==> config.mk <==
export PLATFORM = sky130hd
export DESIGN_NAME = btb_assoc
export DESIGN_NICKNAME = d
export VERILOG_FILES = /design/src/rtl/btb_assoc.sv
export SDC_FILE = /design/constraint.sdc
export NUM_CORES = 2
export LEC_CHECK = 0
export CORE_MARGIN = 1.5
export CORE_UTILIZATION = 60
export DETAILED_ROUTE_END_ITERATION = 10
export GPL_TIMING_DRIVEN = 0
export PLACE_DENSITY = 0.83
export SLEW_MARGIN = 20
export SYNTH_ARGS = -nofsm -noshare
export SYNTH_HDL_FRONTEND = slang
export SYNTH_SLANG_ARGS = --single-unit
==> constraint.sdc <==
create_clock -name clk -period 13.6 [get_ports clk]
set_input_delay 2.72 -clock clk [delete_from_list [all_inputs] [get_ports clk]]
set_output_delay 2.72 -clock clk [all_outputs]
set_load 0.1 [all_outputs]
==> src/rtl/btb_assoc.sv <==
// btb_assoc
//
// N-way set-associative branch target buffer. Each entry has a valid bit,
// a tag, a 32-bit target, a branch/jump flag and a 2-bit saturating direction
// counter. Each set has a round-robin victim pointer.
//
// The IF stage looks up IF_pc combinationally. The ID stage writes back one
// resolved branch or jump per cycle. A write that hits updates the entry in
// place. A write that misses allocates the lowest invalid way, or the
// round-robin victim when the set is full. flush invalidates everything on
// the next edge and wins over a simultaneous write.
//
// Ports
//   clk           clock; all state changes on the rising edge
//   rst_n         asynchronous active-low reset; clears the whole array
//   IF_pc         fetch PC to look up
//   pc_imm_out    predicted target of the hitting way (0 on miss)
//   hit           IF_pc matches a valid entry
//   IF_Branch     hitting entry is a conditional branch
//   IF_Jump       hitting entry is a jump
//   predict_taken hit && (IF_Jump || ctr[1])
//   write         ID update request
//   ID_pc         PC of the resolved instruction
//   pc_imm_in     resolved target
//   ID_Branch     1 = branch, 0 = jump
//   ID_taken      resolved direction (ignored for jumps)
//   flush         synchronous invalidate of all entries and pointers
module btb_assoc #(
  parameter int NUM_SETS  = 16,
  parameter int NUM_WAYS  = 2,
  parameter int SET_BITS  = $clog2(NUM_SETS),
  parameter int TAG_WIDTH = 30 - SET_BITS
) (
  input  logic        clk,
  input  logic        rst_n,
  input  logic [31:0] IF_pc,
  output logic [31:0] pc_imm_out,
  output logic        hit,
  output logic        IF_Branch,
  output logic        IF_Jump,
  output logic        predict_taken,
  input  logic        write,
  input  logic [31:0] ID_pc,
  input  logic [31:0] pc_imm_in,
  input  logic        ID_Branch,
  input  logic        ID_taken,
  input  logic        flush
);

  // A way index needs at least one bit. With a single way, the storage gets
  // one spare slot so that the way index width always matches the array
  // depth. The spare slot is never searched or written, so it stays invalid.
  localparam int WAY_BITS  = (NUM_WAYS > 1) ? $clog2(NUM_WAYS) : 1;
  localparam int WAY_SLOTS = 1 << WAY_BITS;

  // Saturating increment of a 2-bit direction counter.
  function automatic logic [1:0] ctr_inc(input logic [1:0] c);
    logic [1:0] r;
    case (c)
      2'b00:   r = 2'b01;
      2'b01:   r = 2'b10;
      2'b10:   r = 2'b11;
      2'b11:   r = 2'b11;
      default: r = 2'b00;
    endcase
    return r;
  endfunction

  // Saturating decrement of a 2-bit direction counter.
  function automatic logic [1:0] ctr_dec(input logic [1:0] c);
    logic [1:0] r;
    case (c)
      2'b00:   r = 2'b00;
      2'b01:   r = 2'b00;
      2'b10:   r = 2'b01;
      2'b11:   r = 2'b10;
      default: r = 2'b00;
    endcase
    return r;
  endfunction

  logic                 valid_r     [NUM_SETS][WAY_SLOTS];
  logic [TAG_WIDTH-1:0] tag_r       [NUM_SETS][WAY_SLOTS];
  logic [31:0]          target_r    [NUM_SETS][WAY_SLOTS];
  logic                 is_branch_r [NUM_SETS][WAY_SLOTS];
  logic [1:0]           ctr_r       [NUM_SETS][WAY_SLOTS];
  logic [WAY_BITS-1:0]  rr_ptr_r    [NUM_SETS];

  logic [SET_BITS-1:0]  rd_idx_s;
  logic [TAG_WIDTH-1:0] rd_tag_s;
  logic                 rd_hit_s;
  logic [WAY_BITS-1:0]  rd_way_s;

  logic [SET_BITS-1:0]  wr_idx_s;
  logic [TAG_WIDTH-1:0] wr_tag_s;
  logic                 wr_hit_s;
  logic [WAY_BITS-1:0]  wr_hit_way_s;
  logic                 inv_found_s;
  logic [WAY_BITS-1:0]  inv_way_s;
  logic [WAY_BITS-1:0]  wr_way_s;
  logic [1:0]           ctr_old_s;
  logic [1:0]           ctr_new_s;
  logic [WAY_BITS-1:0]  rr_next_s;
  logic                 alloc_rr_s;

  // The byte-offset bits of a PC do not take part in indexing or tagging.
  logic                 unused_pc_bits_s;
  assign unused_pc_bits_s = ^{IF_pc[1:0], ID_pc[1:0]};

  assign rd_idx_s = IF_pc[2+SET_BITS-1:2];
  assign rd_tag_s = IF_pc[31:2+SET_BITS];
  assign wr_idx_s = ID_pc[2+SET_BITS-1:2];
  assign wr_tag_s = ID_pc[31:2+SET_BITS];

  // Fetch-side tag match. The scan runs from the top way down, so the lowest
  // matching way is the one selected.
  always_comb begin
    rd_hit_s = 1'b0;
    rd_way_s = {WAY_BITS{1'b0}};
    for (int w = NUM_WAYS - 1; w >= 0; w--) begin
      rd_hit_s = rd_hit_s | (valid_r[rd_idx_s][w] && (tag_r[rd_idx_s][w] == rd_tag_s));
      rd_way_s = (valid_r[rd_idx_s][w] && (tag_r[rd_idx_s][w] == rd_tag_s))
                 ? WAY_BITS'(w) : rd_way_s;
    end
  end

  assign hit = rd_hit_s;

  // Prediction outputs. All of them are forced to zero on a miss.
  always_comb begin
    if (rd_hit_s) begin
      pc_imm_out    = target_r[rd_idx_s][rd_way_s];
      IF_Branch     = is_branch_r[rd_idx_s][rd_way_s];
      IF_Jump       = ~is_branch_r[rd_idx_s][rd_way_s];
      predict_taken = ~is_branch_r[rd_idx_s][rd_way_s] | ctr_r[rd_idx_s][rd_way_s][1];
    end else begin
      pc_imm_out    = 32'h0000_0000;
      IF_Branch     = 1'b0;
      IF_Jump       = 1'b0;
      predict_taken = 1'b0;
    end
  end

  // Search of the update-side set for a matching way and the lowest invalid way.
  always_comb begin
    wr_hit_s     = 1'b0;
    wr_hit_way_s = {WAY_BITS{1'b0}};
    inv_found_s  = 1'b0;
    inv_way_s    = {WAY_BITS{1'b0}};
    for (int w = NUM_WAYS - 1; w >= 0; w--) begin
      wr_hit_s     = wr_hit_s | (valid_r[wr_idx_s][w] && (tag_r[wr_idx_s][w] == wr_tag_s));
      wr_hit_way_s = (valid_r[wr_idx_s][w] && (tag_r[wr_idx_s][w] == wr_tag_s))
                     ? WAY_BITS'(w) : wr_hit_way_s;
      inv_found_s  = inv_found_s | ~valid_r[wr_idx_s][w];
      inv_way_s    = (~valid_r[wr_idx_s][w]) ? WAY_BITS'(w) : inv_way_s;
    end
  end

  // Way selection: in-place hit first, then a free way, then the victim pointer.
  always_comb begin
    if (wr_hit_s) begin
      wr_way_s = wr_hit_way_s;
    end else if (inv_found_s) begin
      wr_way_s = inv_way_s;
    end else begin
      wr_way_s = rr_ptr_r[wr_idx_s];
    end
  end

  assign alloc_rr_s = ~wr_hit_s & ~inv_found_s;

  // Pointer advance. Natural truncation of the width provides the wrap; with
  // a single way there is no pointer, so it stays at zero.
  always_comb begin
    if (NUM_WAYS > 1) begin
      rr_next_s = rr_ptr_r[wr_idx_s] + WAY_BITS'(1'b1);
    end else begin
      rr_next_s = {WAY_BITS{1'b0}};
    end
  end

  // New counter value. A jump pins the counter to strongly taken. A branch
  // hit trains the counter. A branch allocation starts weak in the resolved
  // direction.
  always_comb begin
    ctr_old_s = ctr_r[wr_idx_s][wr_hit_way_s];
    if (!ID_Branch) begin
      ctr_new_s = 2'b11;
    end else if (wr_hit_s) begin
      if (ID_taken) begin
        ctr_new_s = ctr_inc(ctr_old_s);
      end else begin
        ctr_new_s = ctr_dec(ctr_old_s);
      end
    end else if (ID_taken) begin
      ctr_new_s = 2'b10;
    end else begin
      ctr_new_s = 2'b01;
    end
  end

  // Array state: async clear, flush invalidate, or single-entry update.
  always_ff @(posedge clk or negedge rst_n) begin
    if (!rst_n) begin
      for (int s = 0; s < NUM_SETS; s++) begin
        rr_ptr_r[s] <= {WAY_BITS{1'b0}};
        for (int w = 0; w < WAY_SLOTS; w++) begin
          valid_r[s][w]     <= 1'b0;
          tag_r[s][w]       <= {TAG_WIDTH{1'b0}};
          target_r[s][w]    <= 32'h0000_0000;
          is_branch_r[s][w] <= 1'b0;
          ctr_r[s][w]       <= 2'b00;
        end
      end
    end else if (flush) begin
      for (int s = 0; s < NUM_SETS; s++) begin
        rr_ptr_r[s] <= {WAY_BITS{1'b0}};
        for (int w = 0; w < WAY_SLOTS; w++) begin
          valid_r[s][w] <= 1'b0;
        end
      end
    end else if (write) begin
      valid_r[wr_idx_s][wr_way_s]     <= 1'b1;
      tag_r[wr_idx_s][wr_way_s]       <= wr_tag_s;
      target_r[wr_idx_s][wr_way_s]    <= pc_imm_in;
      is_branch_r[wr_idx_s][wr_way_s] <= ID_Branch;
      ctr_r[wr_idx_s][wr_way_s]       <= ctr_new_s;
      if (alloc_rr_s) begin
        rr_ptr_r[wr_idx_s] <= rr_next_s;
      end
    end
  end

endmodule

==> results.md <==
- The top cell type by total area after synthesis is sky130_fd_sc_hd__dfrtp_1.
- In this run the static leakage power is between 50 and 60 nW.
- The clock tree root buffer cell is sky130_fd_sc_hd__clkbuf_16.
- The worst-margin pin slew is about 1.4 ns.
- The smallest clock period supported by the final layout is computed as 13.53 ns.
- The first-pass GRT wire length is 637000 µm.
- The worst setup path is launched from an input pin.
- The critical path contains buffers and inverters numbering 6 combined.
- The area of the mapped netlist is between 90000 and 100000 µm².
- The number of synthesized flops with an enable pin is 0.
- The number of hold buffers added after cts is 0.
- STA puts the critical path data arrival time at around 11 ns.
- In this design, the stage delay of the slowest critical-path cell is ~1.1 ns.
- The most used standard cell by instance count after synthesis is sky130_fd_sc_hd__dfrtp_1.
- The number of vias per cell is around 7.8.
- The die span in y is slightly above 400 µm.
- After clock tree synthesis, the repair step resized 0 gates.
- Summed over all layers, the routed wires come to between 400000 and 500000 µm.
- The maximum number of buffers from clock root to sink is 3.
- Port buffering added roughly 120 buffers.
- In this run the remaining antenna-violating nets after routing total 0.
- The post-CTS clock slew at the launch and capture registers of the worst setup and hold paths is about 0.060 ns.
- The signal on the critical path passes through clkbuf_1, clkbuf_2, mux4_2, mux4_2, xnor2_1, nand4_1, nor4_2, nand4_1, buf_6, clkbuf_1, clkbuf_2, nand3b_1, nand2_1, clkdlybuf4s50_1.
- The final cycle utilization of the critical path is 99.5%.
- The number of top-level pins is between 100 and 150.
- The worst-case IR drop observed on VDD is 0.151 mV.
- Synthesis produced a netlist with a net count of ~7000.
- The average wire per standard cell is 48.6 µm.
- The required time of the worst setup path is around 11 ns.
- Across the whole layout, storage elements account for 50000 µm².
- The post-layout total power is 15.6 mW.
- The setup violation total in the final timing report is 0.
- The pin count of the biggest net entering global routing is roughly 160.
- The placeable core region is ~160000 µm².
- Summing all multi-input logic gate instances after layout gives roughly 46000 µm².
- The number of warnings printed during yosys synthesis is 0.
- The congestion estimate from routability-driven global placement came to roughly 1.1.
- The run finished with clean final reports.
- The number of remaining DRC errors is 0.
- The combinational power share is between 10% and 20%.
- The count of pins over their slew limit is 0.
- For this design, the sink count on the clock tree is 2000.
- The vias after detailed routing is 76477.
- The synthesized netlist contains slightly below 80 unique library cells.
- The peak clock frequency supported by timing is approximately 0.074 GHz.
- The post-CTS setup-driven buffer insertion count is 0.
- The part of the total power dissipated in the clock network is about two fifths.
- In the synthesized netlist, the cells that appear most often are 2000 x sky130_fd_sc_hd__dfrtp_1, 1496 x sky130_fd_sc_hd__mux2_2, 784 x sky130_fd_sc_hd__mux4_2, 549 x sky130_fd_sc_hd__nand2_1, 449 x sky130_fd_sc_hd__o21ai_0.
- The die covers between 150000 and 200000 µm².
- The sequential power share is 45.5%.
- The smallest hold slack is between 0.4 and 0.5 ns.
- The worst hold path belongs to the class reg -> reg.
- The power density over the cells is 139 nW/µm².
- The total count of hold-check failures in the final report is 0.
- The endpoint type of the worst setup path is an output pin.
- In the global route stage, overall resource usage came out at 57.1%.
- The worst slew slack as a fraction of its limit is 5.74%.
- Summed over its instances, the top area cell type makes up around half of the synthesized netlist area.
- For this design, the slowest cell found on the critical path is sky130_fd_sc_hd__clkdlybuf4s50_1.
- Of the total power, the share spent switching nets is 28.5%.
- The gate count of the mapped netlist is between 6000 and 7000.
- The largest fanout on the critical path is 11.
- Setup repair after global routing left no endpoint under its margin.
- The fraction of the yosys area taken by sequential cells is around half.
- For the worst-skew pair, the clock arrives at the later sink with an insertion delay of a little over 0.9 ns.
- The number of placement rows is around 150.
- The initial antenna violation count was between 50 and 60.
- Relative to the synthesized area, the layout overhead comes to 13.5%.
- The via count of the first global-routing pass is around 76000.
- The initial core utilization is slightly above 60%.
- By area the synthesized netlist is led by sky130_fd_sc_hd__dfrtp_1 51%, sky130_fd_sc_hd__mux4_2 18%, sky130_fd_sc_hd__mux2_2 17%.
- The most used flip-flop cell after synthesis is sky130_fd_sc_hd__dfrtp_1.
- The internal power component is about 11 mW.
- The kind of cell adding the most delay to the critical path is buffers and inverters.
- The switching component of the power is between 4 and 5 mW.
- The setup clock skew after layout is around 0.059 ns.
- In this run, synthesis produced a sequential element count of 2000.
- The net count of the finished layout is approximately 7500.
- The total overflow left after global routing is 0.
- The number of buffers inserted during clock tree synthesis is ~200.
- After legalization and detailed placement, the total HPWL measured ~330000 µm.
- After routing, the total negative slack on setup checks comes to 0 ns.
- The mean post-synth cell area is ~14 µm².
- TritonCTS built the clock tree.
- The die extent in x is about 400 µm.
- After synthesis, the share of flip-flops with an asynchronous set or reset is 100%.
- The max-capacitance violation count is 0.
- The filler cell count in the final layout is 11007.
- The worst setup path category is in -> out.
- The iteration-0 DRC count of the detailed router is roughly 13000.
- The detailed-routing iteration count for the pre-antenna-repair pass is 9.
- The total number of H-tree levels is 4.
- The share of post-route cells with drive strength above 1 is 41.7%.
cell type report:
cell class	count	area share, %
clock inverters	65	0.812
well taps	2175	2.42
multi-input cells	4172	40.8
flip-flops and latches	2000	44.6
inverters	58	0.194
diodes	66	0.147
plain buffers	702	2.89
repair buffers	219	2.79
clock buffers	311	5.42
final timing paths:
path	start	endpoint	slack [ns]	cells past startpoint
setup / recovery	IF_pc[3]	pc_imm_out[13]	0.07	14
hold / removal	ctr_r[38]	ctr_r[38]	0.47	2
setup reg to reg	tag_r[60]	tag_r[167]	6.71	13
hold reg to reg	ctr_r[38]	ctr_r[38]	0.47	2
max in group asynchronous	rst_n	target_r[755]	8.49	6
min in group asynchronous	rst_n	tag_r[93]	1.76	1
registers in the layout, summed over array words and instances (netlist names):
| register | cells |
|---|---|
| ctr_r | 64 |
| is_branch_r | 32 |
| rr_ptr_r | 16 |
| tag_r | 832 |
| target_r | 1024 |
| valid_r | 32 |
worst min-delay path: cells and delay by family (launching register included):
family          cells  cell delay, ns
compound gates      1            0.06
simple gates        1            0.05
flops               1            0.34
stage by stage:
| step | setup WS (ns) | util (%) | std cells | area, µm² |
|---|---|---|---|---|
| floorplan | 2.88 | - | 6932 | 98900 |
| global placement | -79.31 | 63.0 | 9223 | 103000 |
| detailed placement | 0.307 | 64.3 | 9321 | 105000 |
| CTS | 0.295 | 68.6 | 9697 | 112000 |
| global route | 0.795 | 68.7 | 9711 | 112000 |
| finish | 0.0739 | 68.8 | 9768 | 112000 |
routing by layer:
metal  vias up  wire (µm)  share of wire [%]  GRT usage (%)
li1      26870          -                  -              -
met3      2721      70500                 15           28.0
met5         -        623               0.13           2.73
met1     39227     147000                 31           63.3
met4        28      59300                 12           55.4
met2      7631     197000                 42           78.8
power by group through the flow:
stage                     combinational, mW  clock, mW  sequential (mW)
after floorplan                        1.50          0             6.97
after global placement                 2.28          0             7.20
after detailed placement               2.42          0             7.15
after CTS                              2.43       5.88             7.05
after global routing                   2.59       6.11             7.14
final                                  2.55       5.95             7.10
cells by family (layout without fill, tap and decap cells):
group / after synthesis / count (layout) / synth area share [%]
AO/OA/AOI/OAI: 764 / 764 / 4.56
XOR/XNOR: 109 / 109 / 0.965
adder cells (fa/ha/maj): 1 / 1 / 0.0101
buffers and inverters: 760 / 1355 / 3.29
flip-flops: 2000 / 2000 / 50.6
multiplexers: 2478 / 2478 / 36.9
other: 0 / 66 / 0
AND/OR/NAND/NOR: 820 / 820 / 3.70
cells in the final DEF (no fill, tap or decap), types with 41 or more instances in the layout:
cell                                 n
sky130_fd_sc_hd__buf_2             247
sky130_fd_sc_hd__nand2b_1           44
sky130_fd_sc_hd__dfrtp_1          2000
sky130_fd_sc_hd__clkdlybuf4s50_1   114
sky130_fd_sc_hd__o21ai_0           449
sky130_fd_sc_hd__clkbuf_2          115
sky130_fd_sc_hd__inv_1              53
sky130_fd_sc_hd__clkbuf_1          348
sky130_fd_sc_hd__mux2i_1           176
sky130_fd_sc_hd__nand2_1           549
sky130_fd_sc_hd__buf_4              47
sky130_fd_sc_hd__xnor2_1            75
sky130_fd_sc_hd__a22oi_1            44
sky130_fd_sc_hd__clkbuf_16         208
sky130_fd_sc_hd__o21ai_1            41
sky130_fd_sc_hd__mux2_2           1496
sky130_fd_sc_hd__clkbuf_8           49
sky130_fd_sc_hd__mux4_2            784
sky130_fd_sc_hd__diode_2            66
sky130_fd_sc_hd__nor2_1             48
Power figures use the tool's default switching activity.
